[src/rtl/debug_regfile_dumper_pkg.sv]
// Shared definitions for the debug register-file dumper: FSM encoding,
// default geometry and the width helper used to size address/counter fields.
package debug_regfile_dumper_pkg;

   localparam int DEF_CANT_REGISTROS      = 32;
   localparam int DEF_CANT_BITS_REGISTROS = 32;
   localparam int DEF_CANT_BITS_DATA_UART = 8;

   typedef enum logic [2:0] {
      ST_IDLE,
      ST_SET_ADDR,
      ST_CAPTURE,
      ST_SEND_BYTE,
      ST_WAIT_TX,
      ST_DONE
   } dump_state_t;

   // Number of bits needed to hold 'value' (never less than one).
   function automatic int clogb2(input int value);
      int bits;
      bits = 0;
      for (int v = value; v > 0; v = v >> 1) bits++;
      return (bits == 0) ? 1 : bits;
   endfunction

   function automatic int bytes_per_reg(input int reg_bits, input int byte_bits);
      return reg_bits / byte_bits;
   endfunction

   localparam int BYTES_PER_REG = bytes_per_reg(DEF_CANT_BITS_REGISTROS, DEF_CANT_BITS_DATA_UART);

endpackage

[src/rtl/debug_regfile_dumper.sv]
// Walks the register file's debug read port and streams each register out
// over the UART TX, most-significant byte first, while the pipeline is frozen.
module debug_regfile_dumper
   import debug_regfile_dumper_pkg::*;
#(
   parameter int CANT_REGISTROS      = DEF_CANT_REGISTROS,
   parameter int CANT_BITS_REGISTROS = DEF_CANT_BITS_REGISTROS,
   parameter int CANT_BITS_DATA_UART = DEF_CANT_BITS_DATA_UART
) (
   input  logic                                   i_clock,
   input  logic                                   i_soft_reset,
   input  logic                                   i_start_dump,
   input  logic                                   i_enable_pipeline,
   input  logic [CANT_BITS_REGISTROS-1:0]         i_reg_data_from_id,
   input  logic                                   i_tx_done,
   output logic [clogb2(CANT_REGISTROS-1)-1:0]    o_reg_read_from_debug_unit,
   output logic [CANT_BITS_DATA_UART-1:0]         o_tx_data,
   output logic                                   o_tx_start,
   output logic                                   o_busy,
   output logic                                   o_dump_done,
   output logic                                   o_aborted
);

   localparam int AW = clogb2(CANT_REGISTROS-1);
   localparam int RW = CANT_BITS_REGISTROS;
   localparam int DW = CANT_BITS_DATA_UART;
   localparam int NB = bytes_per_reg(CANT_BITS_REGISTROS, CANT_BITS_DATA_UART);
   localparam int CW = clogb2(NB);
   localparam logic [AW-1:0] LAST_REG  = AW'(CANT_REGISTROS-1);
   localparam logic [CW-1:0] LAST_BYTE = CW'(NB-1);

   dump_state_t   state;
   logic [AW-1:0] reg_idx;
   logic [CW-1:0] byte_cnt;
   logic [RW-1:0] shreg;
   logic [RW-1:0] shreg_shifted;

   assign shreg_shifted = shreg << DW;

   // o_tx_data/o_tx_start are loaded on entry to SEND_BYTE so the request is
   // visible during SEND_BYTE itself; a tx_done in that cycle is never honoured.
   always_ff @(posedge i_clock or negedge i_soft_reset) begin
      if (!i_soft_reset) begin
         state                      <= ST_IDLE;
         reg_idx                    <= '0;
         byte_cnt                   <= '0;
         shreg                      <= '0;
         o_reg_read_from_debug_unit <= '0;
         o_tx_data                  <= '0;
         o_tx_start                 <= 1'b0;
         o_busy                     <= 1'b0;
         o_dump_done                <= 1'b0;
         o_aborted                  <= 1'b0;
      end else begin
         o_tx_start  <= 1'b0;
         o_dump_done <= 1'b0;
         o_aborted   <= 1'b0;
         if (state != ST_IDLE && i_enable_pipeline) begin
            state     <= ST_IDLE;
            o_busy    <= 1'b0;
            o_aborted <= 1'b1;
         end else begin
            case (state)
               ST_IDLE: begin
                  if (i_start_dump && !i_enable_pipeline) begin
                     reg_idx                    <= '0;
                     o_reg_read_from_debug_unit <= '0;
                     o_busy                     <= 1'b1;
                     state                      <= ST_SET_ADDR;
                  end
               end
               ST_SET_ADDR: begin
                  state <= ST_CAPTURE;
               end
               ST_CAPTURE: begin
                  shreg      <= i_reg_data_from_id;
                  byte_cnt   <= '0;
                  o_tx_data  <= i_reg_data_from_id[RW-1 -: DW];
                  o_tx_start <= 1'b1;
                  state      <= ST_SEND_BYTE;
               end
               ST_SEND_BYTE: begin
                  state <= ST_WAIT_TX;
               end
               ST_WAIT_TX: begin
                  if (i_tx_done) begin
                     shreg    <= shreg_shifted;
                     byte_cnt <= byte_cnt + 1'b1;
                     if (byte_cnt < LAST_BYTE) begin
                        o_tx_data  <= shreg_shifted[RW-1 -: DW];
                        o_tx_start <= 1'b1;
                        state      <= ST_SEND_BYTE;
                     end else if (reg_idx < LAST_REG) begin
                        reg_idx                    <= reg_idx + 1'b1;
                        o_reg_read_from_debug_unit <= reg_idx + 1'b1;
                        state                      <= ST_SET_ADDR;
                     end else begin
                        o_dump_done <= 1'b1;
                        state       <= ST_DONE;
                     end
                  end
               end
               ST_DONE: begin
                  o_busy <= 1'b0;
                  state  <= ST_IDLE;
               end
               default: begin
                  state <= ST_IDLE;
               end
            endcase
         end
      end
   end

endmodule

[config.mk]
export PLATFORM = sky130hd
export DESIGN_NAME = debug_regfile_dumper
export DESIGN_NICKNAME = d
export VERILOG_FILES = /design/src/rtl/debug_regfile_dumper_pkg.sv /design/src/rtl/debug_regfile_dumper.sv
export SDC_FILE = /design/constraint.sdc
export NUM_CORES = 1
export LEC_CHECK = 0
export CORE_ASPECT_RATIO = 1.5
export CORE_MARGIN = 8
export CORE_UTILIZATION = 50
export CTS_BUF_LIST = sky130_fd_sc_hd__clkbuf_2 sky130_fd_sc_hd__clkbuf_4 sky130_fd_sc_hd__clkbuf_8
export DETAILED_ROUTE_END_ITERATION = 10
export GPL_TIMING_DRIVEN = 0
export PLACE_DENSITY = 0.92
export SYNTH_ARGS = -nofsm -noshare
export SYNTH_HDL_FRONTEND = slang
export SYNTH_SLANG_ARGS = --single-unit
[constraint.sdc]
create_clock -name i_clock -period 5.3 [get_ports i_clock]
set_input_delay 1.06 -clock i_clock [delete_from_list [all_inputs] [get_ports i_clock]]
set_output_delay 1.06 -clock i_clock [all_outputs]
set_load 0.005 [all_outputs]
* Yosys cells after proc, flatten, opt, wreduce, memory -nomap -nowiden
Index checks and enable logic that the tools add are counted.
Word-level totals: flip-flop bits (word level) 47, input bits 37, output and inout bits 17
Operators by class: $add $sub $neg 2, multiplexer cells 31, reduce and logical (&&, ||, !) cells 13, bitwise operators 1, order comparisons 2, equality and inequality tests 12
Operators by type and width (count):
- 24-bit one-hot mux with 2 select lines | 1
- 24-bit 2-to-1 mux | 1
- 5-bit 2-to-1 mux | 4
- 3-bit 2-to-1 mux | 6
- 8-bit 2-to-1 mux | 2
- 8-bit one-hot mux with 2 select lines | 1
- 3-bit one-hot mux with 5 select lines | 1
- 1-bit 2-to-1 mux | 11
- 2-bit != test, second input constant | 5
- 5-bit one-hot mux with 2 select lines | 1
- 3-bit by 2-bit equality test with 1-bit output, second input constant | 2
- 3-bit equality test, second input constant | 2
- 3-bit != test, second input constant | 2
- 3-bit one-hot mux with 2 select lines | 1
- 6-bit AND reduction | 1
- 3-bit nonzero test | 2
- 5-bit by 1-bit adder with 5-bit output, second input constant | 1
- 5-bit less-than comparator, second input constant | 1
- 1-bit one-hot mux with 2 select lines | 2
- 2-bit AND reduction | 2
- 4-bit AND reduction | 1
- 2-bit nonzero test | 2
- 3-bit by 1-bit adder with 3-bit output, second input constant | 1
- 3-bit by 1-bit equality test with 1-bit output, second input constant | 1
- other kinds (6) | 7

* Logic depth before layout (Yosys ltp)
Gate-level depths: netlist of the first run.
depth after elaboration 6, depth in mapped cells 6, depth with buffers taken out 4

* Worst setup path before layout of the first run
Ideal clock, no wire load.
path kind input -> register, start point input i_enable_pipeline, end point register reg_idx[3], arrival time 2155 ps, required time 5174 ps, setup slack 3019 ps, stages on the path 4, library setup time 126 ps, path through or3_4 -> a221oi_4 -> nand2_4 -> a221o_1
On the way: word-level cells in the longest chain between the ends 4, elaborated cells between the ends (all ways) 6
RTL lines:
- start, declared | RTL line debug_regfile_dumper.sv:13 | input logic i_enable_pipeline,
- 1-bit zero test | RTL line debug_regfile_dumper.sv:65 | if (i_start_dump && !i_enable_pipeline) begin
- 1-bit logical AND | RTL line debug_regfile_dumper.sv:65
- 2-bit != test (no source line)
- 6-bit AND reduction (no source line) *
- end signal, assigned | RTL line debug_regfile_dumper.sv:94 | reg_idx <= reg_idx + 1'b1;
- end, declared | RTL line debug_regfile_dumper.sv:33 | logic [AW-1:0] reg_idx;
Every way passes the cells marked *; elsewhere a longest branch is shown, timed or not. A chain may end at the register's enable or synchronous reset.

* Worst setup path after layout of the first run
Ends and elaborated chain as after synthesis.

==> impl_results.md, run 1 <==
* Routed WL at 5.404 mm
* Critical Path RT at approximately 5.5 ns
* Cell Rows at 30
* Xor/xnor share of the synthesized area at 0%
* Clock slew at reported path FFs at about 0.080 ns
* Post-DP Area at between 2000 and 3000 um^2
* Layout cells sized above 1 at about 15%
* DRC Markers at 0
* ANT cells at 0
* Placer congestion estimate at around 0.89
* PwrDens at between 300 and 400 nW/um^2
* Crit start category: input port
* Area delta synth->final at 30.00%
* Final setup fails at 0
* RSZ-0062 raised after global routing: no
* Post-layout nets at approximately 320
* DP Wirelength at just over 4 mm
* Seq/Total Area, Yosys at approximately half
* Cell area after layout at approximately 3000 um^2
* Period utilization at between 40% and 50%
* Post-synthesis adder-cell area fraction at around 1.1%
* Post-synthesis compound-gate area fraction at between 10% and 20%
* Synth area leaders: dfrtp_1, mux2_2, mux2i_1, nand2_1, o21ai_0
* Via density at approximately 5.6
* Hold path start: shreg[1]
* Vias in the first global route at ~2.0k
* Total number of vias at between 1.5k and 2k
* Rel. slew slack at roughly 66%
* Post-synth EDFFs at 0
* Largest family of logic cells by synthesized area: multiplexers
* Synth Net Count at approximately 260
* CTS buffer count at 5
* Ys Warns at 0
* First-pass GRT wire length at 9.287 mm
* WL met3 at around 270 um
* Final WS setup at roughly 2.7 ns
* Count leader, synth: dfrtp_1
* Hold Path Depth at 2
* CP startpoint: i_enable_pipeline
* Top cells by count, synth: dfrtp_1, nand2_1, o21ai_0
* Die ar. at roughly 7000 um^2
* Synth Area in Simple Gates at between 10% and 20%
* FFs w/ async S/R, synth at 100.0%
* CP Class: in2reg
* Clock Sinks at between 40 and 50
* Maxcap violations at 0
* Synth cell types at 44
* Max VDD drop at around 0.00029 V
* Cell taking the most area after synthesis: dfrtp_1
* Chip Width at between 70 and 80 um
* Worst-skew pair later-pin latency at ~0.3 ns
* Antenna violations before repair at 0
* Hold Path Class: reg2reg
* WL met2 at 2.883 mm
* Clk_skew at 0.007484 ns
* Multiplexer area fraction after synthesis at between 15 and 20%
* Status: finished, final reports clean
* Post-route insts no fill at between 300 and 400
* H-Tree Depth at 2
* Core area at 4504 um^2
* Post-cts hold buffer count at 0
* # IOs at 54
* Root buffer cell: clkbuf_8
* Setup crit end kind: register
* Postcts setup bufs at 0
* Tightest Pin Transition at slightly above 0.5 ns
* Tmin final at about 2.6 ns
* Drt first pass iters at 4
* Highest metal used: met4
* Longest Clk Path Bufs at 2
* Mapped Cells at 217
* Flip-flop and latch count after synthesis at 47
* Initial DRC Count at 76
* Area share of the largest cell type after synthesis at approximately half
* Top FF cell, synth: dfrtp_1
* Total grt overflow at 0
* Synthesized cell area at 2315 um^2
* Final Max Slew Viols at 0
* Placed cells at 319
* R2R setup slack at 3.40 ns
* # fillers at about 340
* Initial Utilization at between 50% and 60%
* Fmax at 378.4 MHz
* R2R depth at 5
* Routed WL per cell at around 17 um
* Final ANT Viol Nets at 0
* Setup TNS at 0 ns
* Setup WS pre-CTS at around 2.3 ns
* Worst EP arrival at between 2 and 3 ns
* Largest net degree at the start of global routing at 40
* Gr usage total at roughly 16%
* Final Hold Viols at 0
* CTS tree: built
* IO buf count at 53
* Post-CTS sizing at 0
* Die Y at about 99 um
* Leak at 1.296 nW
* Critical path peak fanout at 7
* WL met1 at 2.129 mm
* Worst reg2reg path startpoint: state[0]
* Mean Syn Cell Area at roughly 11 um^2
## per-stage QoR
stage | hold WS, ns | utilization [%] | power, mW
final | 0.4796 | 66.81 | 1.049
after global routing | 0.5149 | 66.81 | 1.119
after CTS | 0.4884 | 66.81 | 1.058
after detailed placement | 0.4700 | 64.83 | 0.8457
after global placement | 0.4614 | 64.50 | 0.8168
after floorplan | 0.4444 | - | 0.6859
## where the power goes
part,internal (mW),switching [mW],total (mW)
Clock,0.0974,0.117,0.215
Sequential,0.486,0.0735,0.559
Combinational,0.163,0.112,0.275
Total,0.746,0.303,1.05
## layer usage
layer	global-route usage, %	up-vias
met5	0	-
met4	7.583	0
met3	3.726	9
met2	27.84	45
met1	18.18	880
li1	-	893
## flip-flops by register name, indices dropped and copies added, names as in the netlist
register and cells:
o_busy 1, shreg 24, o_tx_start 1, o_dump_done 1, o_tx_data 8, byte_cnt 3, reg_idx 5, o_aborted 1
state 3
## placed cells by master, fill, tap and decap left out, drive strengths merged, types with 2 or more instances in the layout
master	n
nor3	3
inv	3
clkbuf	14
a21o	2
nand3b	4
nand2b	6
mux2	16
o21ai	29
nor2	4
mux2i	17
a221o	2
a2bb2oi	2
buf	7
clkdlybuf4s50	52
a21oi	3
ha	2
nand2	43
o2bb2ai	2
dfrtp	47
## final cells by class
cell class / count / area (um^2) / area share, %
Clock buffer: 6 / 76.32 / 2.536
Timing Repair Buffer: 54 / 545.5 / 18.13
Tap cell: 48 / 60.06 / 1.996
Buffer: 13 / 71.32 / 2.370
Sequential cell: 47 / 1176 / 39.09
Inverter: 3 / 11.26 / 0.3742
Clock inverter: 2 / 12.51 / 0.4158
Multi-Input combinational cell: 154 / 1056 / 35.09
## logic make-up after synthesis
family | after synthesis
fa+ha+maj | 2
buf+inv | 16
simple gates | 68
mux | 33
compound gates | 51
flops | 47
## worst paths after layout
| kind | to |
|---|---|
| max | reg_idx[3] |
| min | shreg[1] |
| max reg2reg | o_tx_data[1] |
| min reg2reg | shreg[1] |
| max in group asynchronous | o_tx_data[6] |
| min in group asynchronous | state[2] |
## critical path: stages
cell             delay [ns]
clkdlybuf4s50_1        0.53
or3_4                  0.45
a221oi_4               0.31
nand2_4                0.12
a221o_1                0.35
No activity file was read; power rests on OpenSTA's default activity.
==> run 2: changes to the inputs <==
CORE_UTILIZATION = 46   (was 50)
PLACE_DENSITY = 0.89   (was 0.92)
clock period = 2.3 ns   (was 5.3 ns; I/O delays follow)
==> impl_results.md, run 2 (synthesized netlist as in run 1, its figures left out) <==
* Clock Power Share at 23.5% (+3.0 points)
* NetSw at 0.6782 mW (+120%)
* R2R setup slack at 0.39 ns (-3.01 ns)
* Status: finished, final reports clean
* Hold WS at 0.4874 ns (+0.007846 ns)
* Area delta synth->final at 32.16%
* Initial Utilization at 47.74% (-3.6 points)
* Chip Width at 73.92 um (+3.3%)
* Die ar. at 7605 um^2 (+7.0%)
* Sw Share at 27.22% (-1.7 points)
* Tot Pwr at 2.491 mW (+140%)
* Hold Path Class: reg2reg
* Most common cell after layout, fill and taps aside: clkdlybuf4s50_1
* Clk_skew at 0.004945 ns (-0.002539 ns)
* DRC Markers at 0 (unchanged)
* # IOs at 54 (unchanged)
* CP Class: in2reg
* Setup crit end kind: register
* Layout cells sized above 1 at 14.70% (-0.36 points)
* Drt first pass iters at 4 (unchanged)
* Largest net degree at the start of global routing at 42 (+5.0%)
* Final ANT Viol Nets at 0 (unchanged)
* Sequential share of power at 51.4% (-1.9 points)
* Die Y at 102.9 um (+3.6%)
* PwrDens at 814.3 nW/um^2 (+130%)
* Period utilization at between 80% and 90%
* WL met3 at 215 um (-21%)
* Rel. slew slack at 67.19% (+1.0 points)
* Routed WL at 5.383 mm (-0.39%)
* Initial DRC Count at 79 (+3.9%)
* Biggest register: shreg
* DP Wirelength at 4.029 mm (-2.6%)
* Clock slew at reported path FFs at 0.08 ns (about the same)
* Tmin final at around 2.1 ns
* Worst reg2reg path startpoint: state[0]
* Total number of vias at 1,855 (+1.5%)
* Leak at 1.305 nW (+0.76%)
* Final Max Slew Viols at 0 (unchanged)
* Cell-internal power at 1.813 mW (+140%)
* Crit start category: input port
* Cell area after layout at 3059 um^2 (+1.7%)
* Final WS setup at 0.2358 ns (-2.421 ns)
* Tightest Pin Transition at 0.4922 ns (-0.01506 ns)
* Biggest regs: shreg x24, o_tx_data x8, reg_idx x5
* Placer congestion estimate at 0.8647 (-2.4%)
* IO buf count at 53 (unchanged)
* First-pass GRT wire length at 8.928 mm (-3.9%)
* WL met1 at 2.196 mm (+3.1%)
* Max reg flops at 24 (unchanged)
* Critical Path RT at 2.48 ns (-3.00 ns)
* Fmax at between 400 and 500 MHz
* Worst-skew pair later-pin latency at 0.29 ns (about the same)
* WL met2 at 2.881 mm (about the same)
* CTS tree: built
* Longest Clk Path Bufs at 2 (unchanged)
* Gate power share at 25.2% (-1.0 points)
* Via density at 5.377 (-3.8%)
* Post-layout nets at 318 (+0.32%)
* Cell Rows at 31 (+3.3%)
* Final setup fails at 0 (unchanged)
* Hold path start: shreg[23]
* Total grt overflow at 0 (unchanged)
* Postcts setup bufs at 0 (unchanged)
* Final core utilization at 63.10% (-3.7 points)
* Final Hold Viols at 0 (unchanged)
* Core area at 4848 um^2 (+7.6%)
* ANT cells at 0 (unchanged)
* Post-DP Area at 2943 um^2 (+0.77%)
* H-Tree Depth at 2 (unchanged)
* Root buffer cell: clkbuf_8
* Antenna violations before repair at 0 (unchanged)
* RSZ-0062 raised after global routing: no
* CTS buffer count at 5 (unchanged)
* Worst EP arrival at 2.24 ns (-0.58 ns)
* CP startpoint: i_enable_pipeline
* Max VDD drop at 0.0004340 V (+52%)
* Maxcap violations at 0 (unchanged)
* Critical path peak fanout at 7 (unchanged)
* Setup WS pre-CTS at -0.07020 ns (-2.418 ns)
* Gr usage total at 14.95% (-1.2 points)
* Vias in the first global route at 1,895 (-3.8%)
* Most frequent cells in the layout: clkdlybuf4s50_1, dfrtp_1, nand2_1
* Clock Sinks at 47 (unchanged)
* Routed WL per cell at 15.60 um (-5.6%)
* Highest metal used: met4
## run 2: changes by cell type in the layout (fill, tap and decap cells not counted)
cell           before  now
bufinv_16           0    1
clkbuf_4            1    0
clkinv_2            1    0
dlygate4sd3_1       0    1
## run 2: path summary, 6_finish.rpt
kind,endpoint,depth (start not counted)
setup / recovery,reg_idx[4],5
hold / removal,shreg[23],2
setup reg to reg,o_tx_data[5],5
hold reg to reg,shreg[23],2
max in group asynchronous,shreg[20],3
min in group asynchronous,reg_idx[4],2
## run 2: layer usage
metal  GRT usage (%)  up-vias
met2           26.15       47
met1           17.30      906
met3           3.116        6
li1                -      896
met5               0        -
met4           5.255        0
## run 2: layout make-up
class	instances	area [um^2]
plain buffers	13	71.32
clock buffers	5	68.82
clock inverters	2	37.54
fillers	404	1789
inverters	3	11.26
multi-input cells	154	1056
flip-flops and latches	47	1176
well taps	66	82.58
repair buffers	55	555.5
## run 2: repair_timing
item | in CTS | in global routing
endpoints found under the setup margin | 0 | 0
endpoints found under the hold margin | 6 | 0
hold buffers | 1 | 0
resized for setup | 0 | 0
## run 2: through the flow
step / setup TNS (ns) / instances
finish: 0 / 345
global route: 0 / 345
CTS: 0 / 345
detailed placement: -0.1303 / 337
global placement: -24.15 / 336
floorplan: 0 / 217
## run 2: power by group through the flow
| stage | clock (mW) | sequential [mW] | combinational (mW) |
|---|---|---|---|
| floorplan | 0 | 1.26 | 0.317 |
| global placement | 0 | 1.28 | 0.602 |
| detailed placement | 0 | 1.30 | 0.631 |
| CTS | 0.595 | 1.28 | 0.638 |
| global route | 0.626 | 1.31 | 0.711 |
| finish | 0.584 | 1.28 | 0.627 |
## run 2: critical path, cell delays in order
cell and delay, ns:
clkdlybuf4s50_1 0.52, or3_4 0.45, a221oi_4 0.33, nand2_4 0.12, a221o_1 0.37
==> run 3: changes to the inputs <==
CELL_PAD_IN_SITES_DETAIL_PLACEMENT = 1   (was not set)
CELL_PAD_IN_SITES_GLOBAL_PLACEMENT = 2   (was not set)
CORE_UTILIZATION = 32   (was 46)
PLACE_DENSITY = 0.93   (was 0.89)
SLEW_MARGIN = 10   (was not set)
clock period = 2.1 ns   (was 2.3 ns; I/O delays follow)
==> impl_results.md, run 3 (synthesized netlist as in run 1, its figures left out) <==
* Status: finished, final reports clean
* Tmin final at ~2.0 ns
* Initial DRC Count at 78 (-1.3%)
* Routed WL at 6.029 mm (+12%)
* Die ar. at 10,270 um^2 (+35%)
* Final ANT Viol Nets at 0 (unchanged)
* Vias in the first global route at 2,077 (+9.6%)
* Fmax at between 400 and 500 MHz
* Setup WS pre-CTS at -0.2507 ns (-0.1805 ns)
* Antenna violations before repair at 0 (unchanged)
* R2R setup slack at 0.16 ns (-0.23 ns)
* H-Tree Depth at 2 (unchanged)
* Post-CTS sizing at 0 (unchanged)
* Max reg flops at 24 (unchanged)
* Clock slew at reported path FFs at 0.08 ns (about the same)
* Worst-skew pair later-pin latency at 0.30 ns (about the same)
* # IOs at 54 (unchanged)
* Largest net degree at the start of global routing at 26 (-38%)
* Final core utilization at 43.21% (-20 points)
* Clk_skew at 0.005115 ns (+0.0001699 ns)
* ANT cells at 0 (unchanged)
* CP Class: in2reg
* Area delta synth->final at 33.14%
* Rel. slew slack at 63.23% (-4.0 points)
* Final Max Slew Viols at 0 (unchanged)
* Core area at 7132 um^2 (+47%)
* Tot Pwr at 2.760 mW (+11%)
* Cell Rows at 38 (+23%)
* Most frequent cells in the layout: clkdlybuf4s50_1, dfrtp_1, nand2_1
* Hold Path Class: in2async
* PwrDens at 895.7 nW/um^2 (+10%)
* Reg-to-Reg End: o_tx_data[6]
* GR Util met3 at 2.533% (-0.58 points)
* Most common cell after layout, fill and taps aside: clkdlybuf4s50_1
* Worst EP arrival at 2.21 ns (-0.03 ns)
* Drt first pass iters at 4 (unchanged)
* CTS tree: built
* Root buffer cell: clkbuf_8
* Tightest Pin Transition at 0.5515 ns (+0.05931 ns)
* Via density at 5.022 (-6.6%)
* Longest Clk Path Bufs at 2 (unchanged)
* Chip Width at 85.45 um (+16%)
* Initial Utilization at 32.46% (-15 points)
* Post-layout nets at 319 (+0.31%)
* Setup TNS at 0 ns (unchanged)
* Final WS setup at 0.08136 ns (-0.1544 ns)
* DRC Markers at 0 (unchanged)
* Routed WL per cell at 16.75 um (+7.3%)
* Die Y at 120.2 um (+17%)
* Max VDD drop at 0.0003222 V (-26%)
* Met1 Usage GRT at 14.01% (-3.3 points)
* Setup crit end kind: register
* Critical Path RT at 2.29 ns (-0.19 ns)
* Biggest register: shreg
* Leak at 1.312 nW (+0.48%)
* Worst reg2reg path startpoint: state[0]
* Post-DP Area at 2960 um^2 (+0.60%)
* Top Usage Layer GRT: met2
* Clock Sinks at 47 (unchanged)
* Met2 Resource Use GR at 22.36% (-3.8 points)
* DP Wirelength at 4.669 mm (+16%)
* Period utilization at a little over nine tenths
* Total grt overflow at 0 (unchanged)
* CTS buffer count at 5 (unchanged)
* Maxcap violations at 0 (unchanged)
* IO buf count at 53 (unchanged)
* First-pass GRT wire length at 10.23 mm (+15%)
* Placer congestion estimate at 0.8132 (-6.0%)
* Total number of vias at 1,808 (-2.5%)
* Gr usage total at 12.41% (-2.5 points)
* Crit start category: input port
* Cell area after layout at 3082 um^2 (+0.74%)
* Critical path peak fanout at 7 (unchanged)
* Biggest regs: shreg x24, o_tx_data x8, reg_idx x5
* Final setup fails at 0 (unchanged)
* R2R depth at 5 (unchanged)
* Layout cells sized above 1 at 15.36% (+0.66 points)
* Final Hold Viols at 0 (unchanged)
## run 3: cell count changes in the layout (fill, tap and decap cells not counted), sizes merged
cell	delta
buf	+2
dlygate4sd3	-1
## run 3: cell type report
| type | count | area [um^2] |
|---|---|---|
| Inverter | 3 | 11.26 |
| Buffer | 13 | 71.32 |
| Multi-Input combinational cell | 154 | 1056 |
| Timing Repair Buffer | 56 | 560.5 |
| Sequential cell | 47 | 1176 |
| Tap cell | 80 | 100.1 |
| Clock buffer | 5 | 68.82 |
| Fill cell | 803 | 4050 |
| Clock inverter | 2 | 37.54 |
## run 3: how the worst max path moves through the flow
stage                                 start      endpoint  slack (ns)  cells past startpoint
after global placement         i_soft_reset    o_tx_start       -0.78                      1
final                     i_enable_pipeline    reg_idx[4]        0.08                      5
after detailed placement  i_enable_pipeline    reg_idx[4]       -0.25                      5
after global routing      i_enable_pipeline    reg_idx[3]      -0.001                      5
after floorplan                    state[0]  o_tx_data[0]        0.36                      5
after CTS                 i_enable_pipeline    reg_idx[3]        0.07                      5
## run 3: metal layers
metal	vias to the layer above	wire length (um)
li1	889	-
met3	8	197
met1	881	2569
met4	0	93
met5	-	0
met2	30	3169
## run 3: timing repair
| action | in CTS | in global routing |
|---|---|---|
| endpoints found under the setup margin | 0 | 2 |
| hold buffers | 0 | 0 |
| buffers inserted | 0 | 2 |
## run 3: stage by stage
step / cells / hold WS [ns]
finish: 360 / 0.09452
global route: 360 / 0.1279
CTS: 358 / 0.1095
detailed placement: 351 / 0.4388
global placement: 350 / 0.4611
floorplan: 217 / 0.1244
## run 3: worst max-delay path, stage by stage
cell and delay, ns:
clkdlybuf4s50_1 0.53, or3_4 0.45, a221oi_4 0.33, nand2_4 0.12, a221o_1 0.36
## run 3: where the power goes
part	internal, mW	switching (mW)
Combinational	0.415	0.280
Sequential	1.23	0.186
Clock	0.348	0.306
==> edit 1 (settings of run 3) <==
Register the inputs `i_start_dump`, `i_enable_pipeline`, `i_reg_data_from_id` and `i_tx_done` before use, with the module's reset. The logic sees them one clock later.
--- a/src/rtl/debug_regfile_dumper.sv
+++ b/src/rtl/debug_regfile_dumper.sv
@@ -31,2 +31,21 @@
 
+   logic i_start_dump_q;
+   logic i_enable_pipeline_q;
+   logic [CANT_BITS_REGISTROS-1:0] i_reg_data_from_id_q;
+   logic i_tx_done_q;
+
+   always_ff @(posedge i_clock or negedge i_soft_reset) begin
+      if (!i_soft_reset) begin
+         i_start_dump_q       <= '0;
+         i_enable_pipeline_q  <= '0;
+         i_reg_data_from_id_q <= '0;
+         i_tx_done_q          <= '0;
+      end else begin
+         i_start_dump_q       <= i_start_dump;
+         i_enable_pipeline_q  <= i_enable_pipeline;
+         i_reg_data_from_id_q <= i_reg_data_from_id;
+         i_tx_done_q          <= i_tx_done;
+      end
+   end
+
    dump_state_t   state;
@@ -57,3 +76,3 @@
          o_aborted   <= 1'b0;
-         if (state != ST_IDLE && i_enable_pipeline) begin
+         if (state != ST_IDLE && i_enable_pipeline_q) begin
             state     <= ST_IDLE;
@@ -64,3 +83,3 @@
                ST_IDLE: begin
-                  if (i_start_dump && !i_enable_pipeline) begin
+                  if (i_start_dump_q && !i_enable_pipeline_q) begin
                      reg_idx                    <= '0;
@@ -75,5 +94,5 @@
                ST_CAPTURE: begin
-                  shreg      <= i_reg_data_from_id;
+                  shreg      <= i_reg_data_from_id_q;
                   byte_cnt   <= '0;
-                  o_tx_data  <= i_reg_data_from_id[RW-1 -: DW];
+                  o_tx_data  <= i_reg_data_from_id_q[RW-1 -: DW];
                   o_tx_start <= 1'b1;
@@ -85,3 +104,3 @@
                ST_WAIT_TX: begin
-                  if (i_tx_done) begin
+                  if (i_tx_done_q) begin
                      shreg    <= shreg_shifted;
Formal check against the unedited RTL: not equivalent (a bounded check fails within 4 cycles, from zero or initial values and one cycle with i_soft_reset low).
==> edit 1 against run 3 <==
Core utilization fell by 1.5 points. Setup slack improved by 160 ps. Final cell count rose by 20%. Combinational power fell by 13%. Sequential cell count rose by 35. Register-to-register slack improved by 80 ps. Cell area rose by 30%. Total power rose by 36%. Routed wire length rose by 13%. Synthesized area rose by 34%. Largest cell class unchanged. Highest routed layer unchanged.
==> edit 1: results (changes against run 3) <==
| Metric | Value |
|---|---|
| Skew-Pair Late Insertion Delay | 360 ps (+60 ps) |
| Initial antenna violation count | 0 (unchanged) |
| WL/cell | 15.8 um (-5.7%) |
| Ant. Diodes | 0 (unchanged) |
| Worst path max stage delay | 390 ps (-140 ps) |
| Number of H-tree levels | 3 (+1) |
| Worst path top cell family by delay | simple AND/OR/NAND/NOR gates |
| Worst hold path class | primary input to async pin |
| Nets | 350 (+9.7%) |
| Synthesis Warnings | 0 (unchanged) |
| Post-CTS resize count | 0 (unchanged) |
| Root buffer cell | clkbuf_8 |
| Ranking of synthesized cells by area | dfrtp_1 (66%), mux2i_1 (8.1%), o21ai_0 (4.5%) |
| Vias in the first global route | 2393 (+15%) |
| Via count | 2104 (+16%) |
| Worst vdd ir | 499 uV (+55%) |
| CTS buffer count | 9 (+4) |
| Worst-path clk slew | 90 ps |
| R2R Setup Slk | 240 ps (+80 ps) |
| Worst EP arrival | 2110 ps (-100 ps) |
| Final Skew | 8.06 ps (+2.95 ps) |
| Share of cells above drive strength 1 | 10.8% (-4.6 points) |
| Largest regs | i_reg_data_from_id_q: 32 flops, shreg: 24 flops, o_tx_data: 8 flops |
| GRT Resource Usage Total | 11.2% (-1.2 points) |
| Post-synthesis sequential area ratio | 66.2% (+15 points) |
| RD Place Congestion | 0.766 (-5.8%) |
| Post-CTS Setup Repair Bufs | 1 (+1) |
| Buffers on Ports | 53 (unchanged) |
| Tightest Pin Transition | 570 ps (+18.3 ps) |
| Static Leak | 1.72 nW (+31%) |
| HPWL after DPL | 5150 um (+10%) |
| Run status | finished clean |
| Slowest CP cell | dfrtp_1 |
| 1st-pass router iterations | 4 (unchanged) |
| Largest net degree at the start of global routing | 46 (+77%) |
| Synth cell types | 41 (-6.8%) |
| Syn nets | 284 (+11%) |
| First-pass GRT wire length | 11300 um (+10%) |
| Hold WS | 40.2 ps (-54.3 ps) |
| F_max | 0.539 GHz (+8.8%) |
| Top post-synthesis cells by count | dfrtp_1 (82), nand2_1 (33), o21ai_0 (28), mux2i_1 (25), a22o_1 (8) |
| Synth Flop Type | dfrtp_1 |
| Pre-CTS WS | -68.5 ps (+182 ps) |
| 1st-iter DRT viols | 62 (-21%) |
| Synth async-reset ratio | 100% (unchanged) |
| Clk buf depth | 2 (unchanged) |
| CP max FO | 10 (+3) |
| DP Area | 0.00379 mm^2 (+28%) |
[edit 1: per-stage QoR]
stage               total power, mW  cells  TNS [ps]
global route                   3.97    431         0
finish                         3.75    431         0
global placement               2.68    413   -176390
CTS                            3.82    431         0
floorplan                      2.35    245         0
detailed placement             2.74    414      -360
[edit 1: cell type report]
class                      count  area [um^2]
multi-input combinational    146          976
inverter                       5         18.8
buffer                        12         62.6
clock inverter                 7         60.1
clock buffer                   9          124
timing repair buffer          55          556
sequential                    82         2050
tap                          115          144
fill                        1043         5590
[edit 1: worst paths after layout]
kind / from / end / cells after the start
max in group asynchronous: i_soft_reset / i_start_dump_q / 2
max: state[1] / o_dump_done / 5
max reg2reg: state[1] / o_dump_done / 5
min in group i_clock: i_reg_data_from_id[18] / i_reg_data_from_id_q[18] / 1
min reg2reg: o_tx_data[3] / o_tx_data[3] / 2
min: i_soft_reset / i_reg_data_from_id_q[14] / 1
[edit 1: power breakdown]
part | total, mW | internal [mW] | switching [mW]
combinational | 0.605 | 0.355 | 0.250
clock | 1.07 | 0.449 | 0.617
sequential | 2.08 | 1.90 | 0.182
[edit 1: logic make-up (layout without fill, tap and decap cells)]
family / Yosys count / count (layout) / synth area share [%]
AOI/OAI and AO/OA: 61 / 61 / 12.6
adders and majority gates: 2 / 2 / 0.807
xor gates and xnor gates: 1 / 1 / 0.282
buffers and inverters: 17 / 88 / 2.62
muxes: 26 / 26 / 8.55
DFF: 82 / 82 / 66.2
and+or+nand+nor: 56 / 56 / 8.96
[edit 1: metal layers]
metal / vias up / track usage [%] / share of wire [%]
li1: 999 / - / -
met3: 9 / 2.80 / 3.3
met1: 1060 / 11.7 / 40
met2: 36 / 19.7 / 55
met4: 0 / 6.59 / 1.9
met5: - / 0 / 0
==> edit 2 (settings of run 3) <==
Made on the original files. Set the package constant `DEF_CANT_BITS_DATA_UART` to 10 (it was 8).
--- a/src/rtl/debug_regfile_dumper_pkg.sv
+++ b/src/rtl/debug_regfile_dumper_pkg.sv
@@ -6,3 +6,3 @@
    localparam int DEF_CANT_BITS_REGISTROS = 32;
-   localparam int DEF_CANT_BITS_DATA_UART = 8;
+   localparam int DEF_CANT_BITS_DATA_UART = 10;
 
Interface: changed (resized o_tx_data); port bits go from 54 to 56. No check against the original RTL was run, so the function may have changed too.
==> edit 2 against run 3 <==
Synthesized area fell by 6.2%. Die area shrank 5.2%. Total power is 5.9% lower. Combinational power shrank 13%. Clock skew up 3.6 ps. Routed wire length fell by 1.7%. Synthesized cell count fell by 0.46%. Cell area shrank 4.3%. Sequential cell count shrank 1. Sequential power decreased by 8%. Critical path depth is the same. Register-to-register slack better by 250 ps. Setup slack better by 130 ps.
==> edit 2: results (changes against run 3) <==
| Metric | Value |
|---|---|
| Run status | finished clean |
| GRT met1 Usage | 13.5% (-0.51 points) |
| Largest net degree at the start of global routing | 32 (+23%) |
| Top post-synthesis cells by count | nand2_1 (50), dfrtp_1 (46), mux2i_1 (22), o21ai_0 (19), o21ai_1 (17) |
| Fillers | 777 (-3.2%) |
| Met2 Use GR | 22.9% (+0.54 points) |
| HPWL after DPL | 4400 um (-5.8%) |
| Sequential cell area | 0.00115 mm^2 (-2.1%) |
| CP Capture Point | reg_idx[0] |
| Static Leak | 1.29 nW (-2.0%) |
| Inverters, non-clock | 2 (-1) |
| Synth cell types | 38 (-14%) |
| Largest regs | shreg: 22 flops, o_tx_data: 10 flops, reg_idx: 5 flops |
| Post-synthesis sequential area ratio | 53.0% (+2.2 points) |
| Worst path max stage delay | 620 ps (+90 ps) |
| Worst Setup SP | i_start_dump |
| Via count | 1806 (-0.11%) |
| First-pass GRT wire length | 9800 um (-4.1%) |
| Multi-input logic area | 930 um^2 (-12%) |
| Vias in the first global route | 1986 (-4.4%) |
| RD Place Congestion | 0.764 (-6.0%) |
| Worst-path clk slew | 90 ps |
| Worst path top cell family by delay | compound AO/OA/AOI/OAI gates |
| Share of cells above drive strength 1 | 9.29% (-6.1 points) |
| Synthesized flop and latch total | 46 (-2.1%) |
| Worst hold path class | primary input to async pin |
| Syn nets | 254 (-0.78%) |
| Post-CTS Setup Repair Bufs | 0 (unchanged) |
| Comb. pwr | 0.608 mW (-13%) |
| Non-clk buf share | 22.0% (+1.5 points) |
| Tightest Pin Transition | 576 ps (+24.6 ps) |
| Clk buf depth | 2 (unchanged) |
| GRT met3 Usage | 2.49% (-0.039 points) |
| Final WL | 5930 um (-1.7%) |
| Synth Area in Adders | 0.576% (-0.51 points) |
| Slowest CP cell | a2111oi_4 |
| Worst vdd ir | 339 uV (+5.2%) |
| 1st-iter DRT viols | 89 (+14%) |
| Root buffer cell | clkbuf_8 |
| Multi-input gates | 155 (+0.65%) |
| Final Skew | 8.71 ps (+3.60 ps) |
| Nets | 317 (-0.63%) |
| CP max FO | 7 (unchanged) |
| Crit. End Element | register |
| GRT Resource Usage Total | 12.3% (-0.086 points) |
| Post-synthesis compound-gate area fraction | 15.9% (+1.2 points) |
| Hold WS | 37.3 ps (-57.2 ps) |
| Sequential power | 1.30 mW (-8%) |
| Buffers on Ports | 55 (+3.8%) |
| Internal Power | 1.86 mW (-6.6%) |
| Ranking of synthesized cells by area | dfrtp_1 (53%), mux2i_1 (10%), nand2_1 (8.6%) |
| R2R depth | 4 (-1) |
| Mux contribution to synthesized area | 10.7% (-4.5 points) |
| R2R Setup Slk | 410 ps (+250 ps) |
| Clk cell area share | 3.82% (+0.37 points) |
| Critical R2R Launch | state[2] |
| Skew-Pair Late Insertion Delay | 300 ps (about the same) |
## edit 2: cell types whose count changed after synthesis, sizes merged, moves of 3 or more
cell | before | now
mux2 | 16 | 1
nand3b | 4 | 1
o21ai | 29 | 37
buf | 5 | 11
mux2i | 17 | 22
a21oi | 3 | 8
clkbuf | 8 | 2
nand2 | 43 | 51
nand2b | 6 | 3
## edit 2: metal layers
metal | vias to the layer above | share of wire (%)
met1 | 896 | 42
met2 | 31 | 54
met4 | 0 | 1.4
met3 | 6 | 3.2
met5 | - | 0
li1 | 873 | -
## edit 2: through the flow
step                total power [mW]  worst slack, ps  utilization, %  area, um^2  instances
floorplan                       1.56              599               -        2170        216
global placement                1.90             -700            42.0        2820        349
detailed placement              1.95            -80.4            42.2        2840        350
CTS                             2.63              217            43.9        2950        358
global route                    2.76              161            43.9        2950        358
finish                          2.60              215            43.9        2950        358
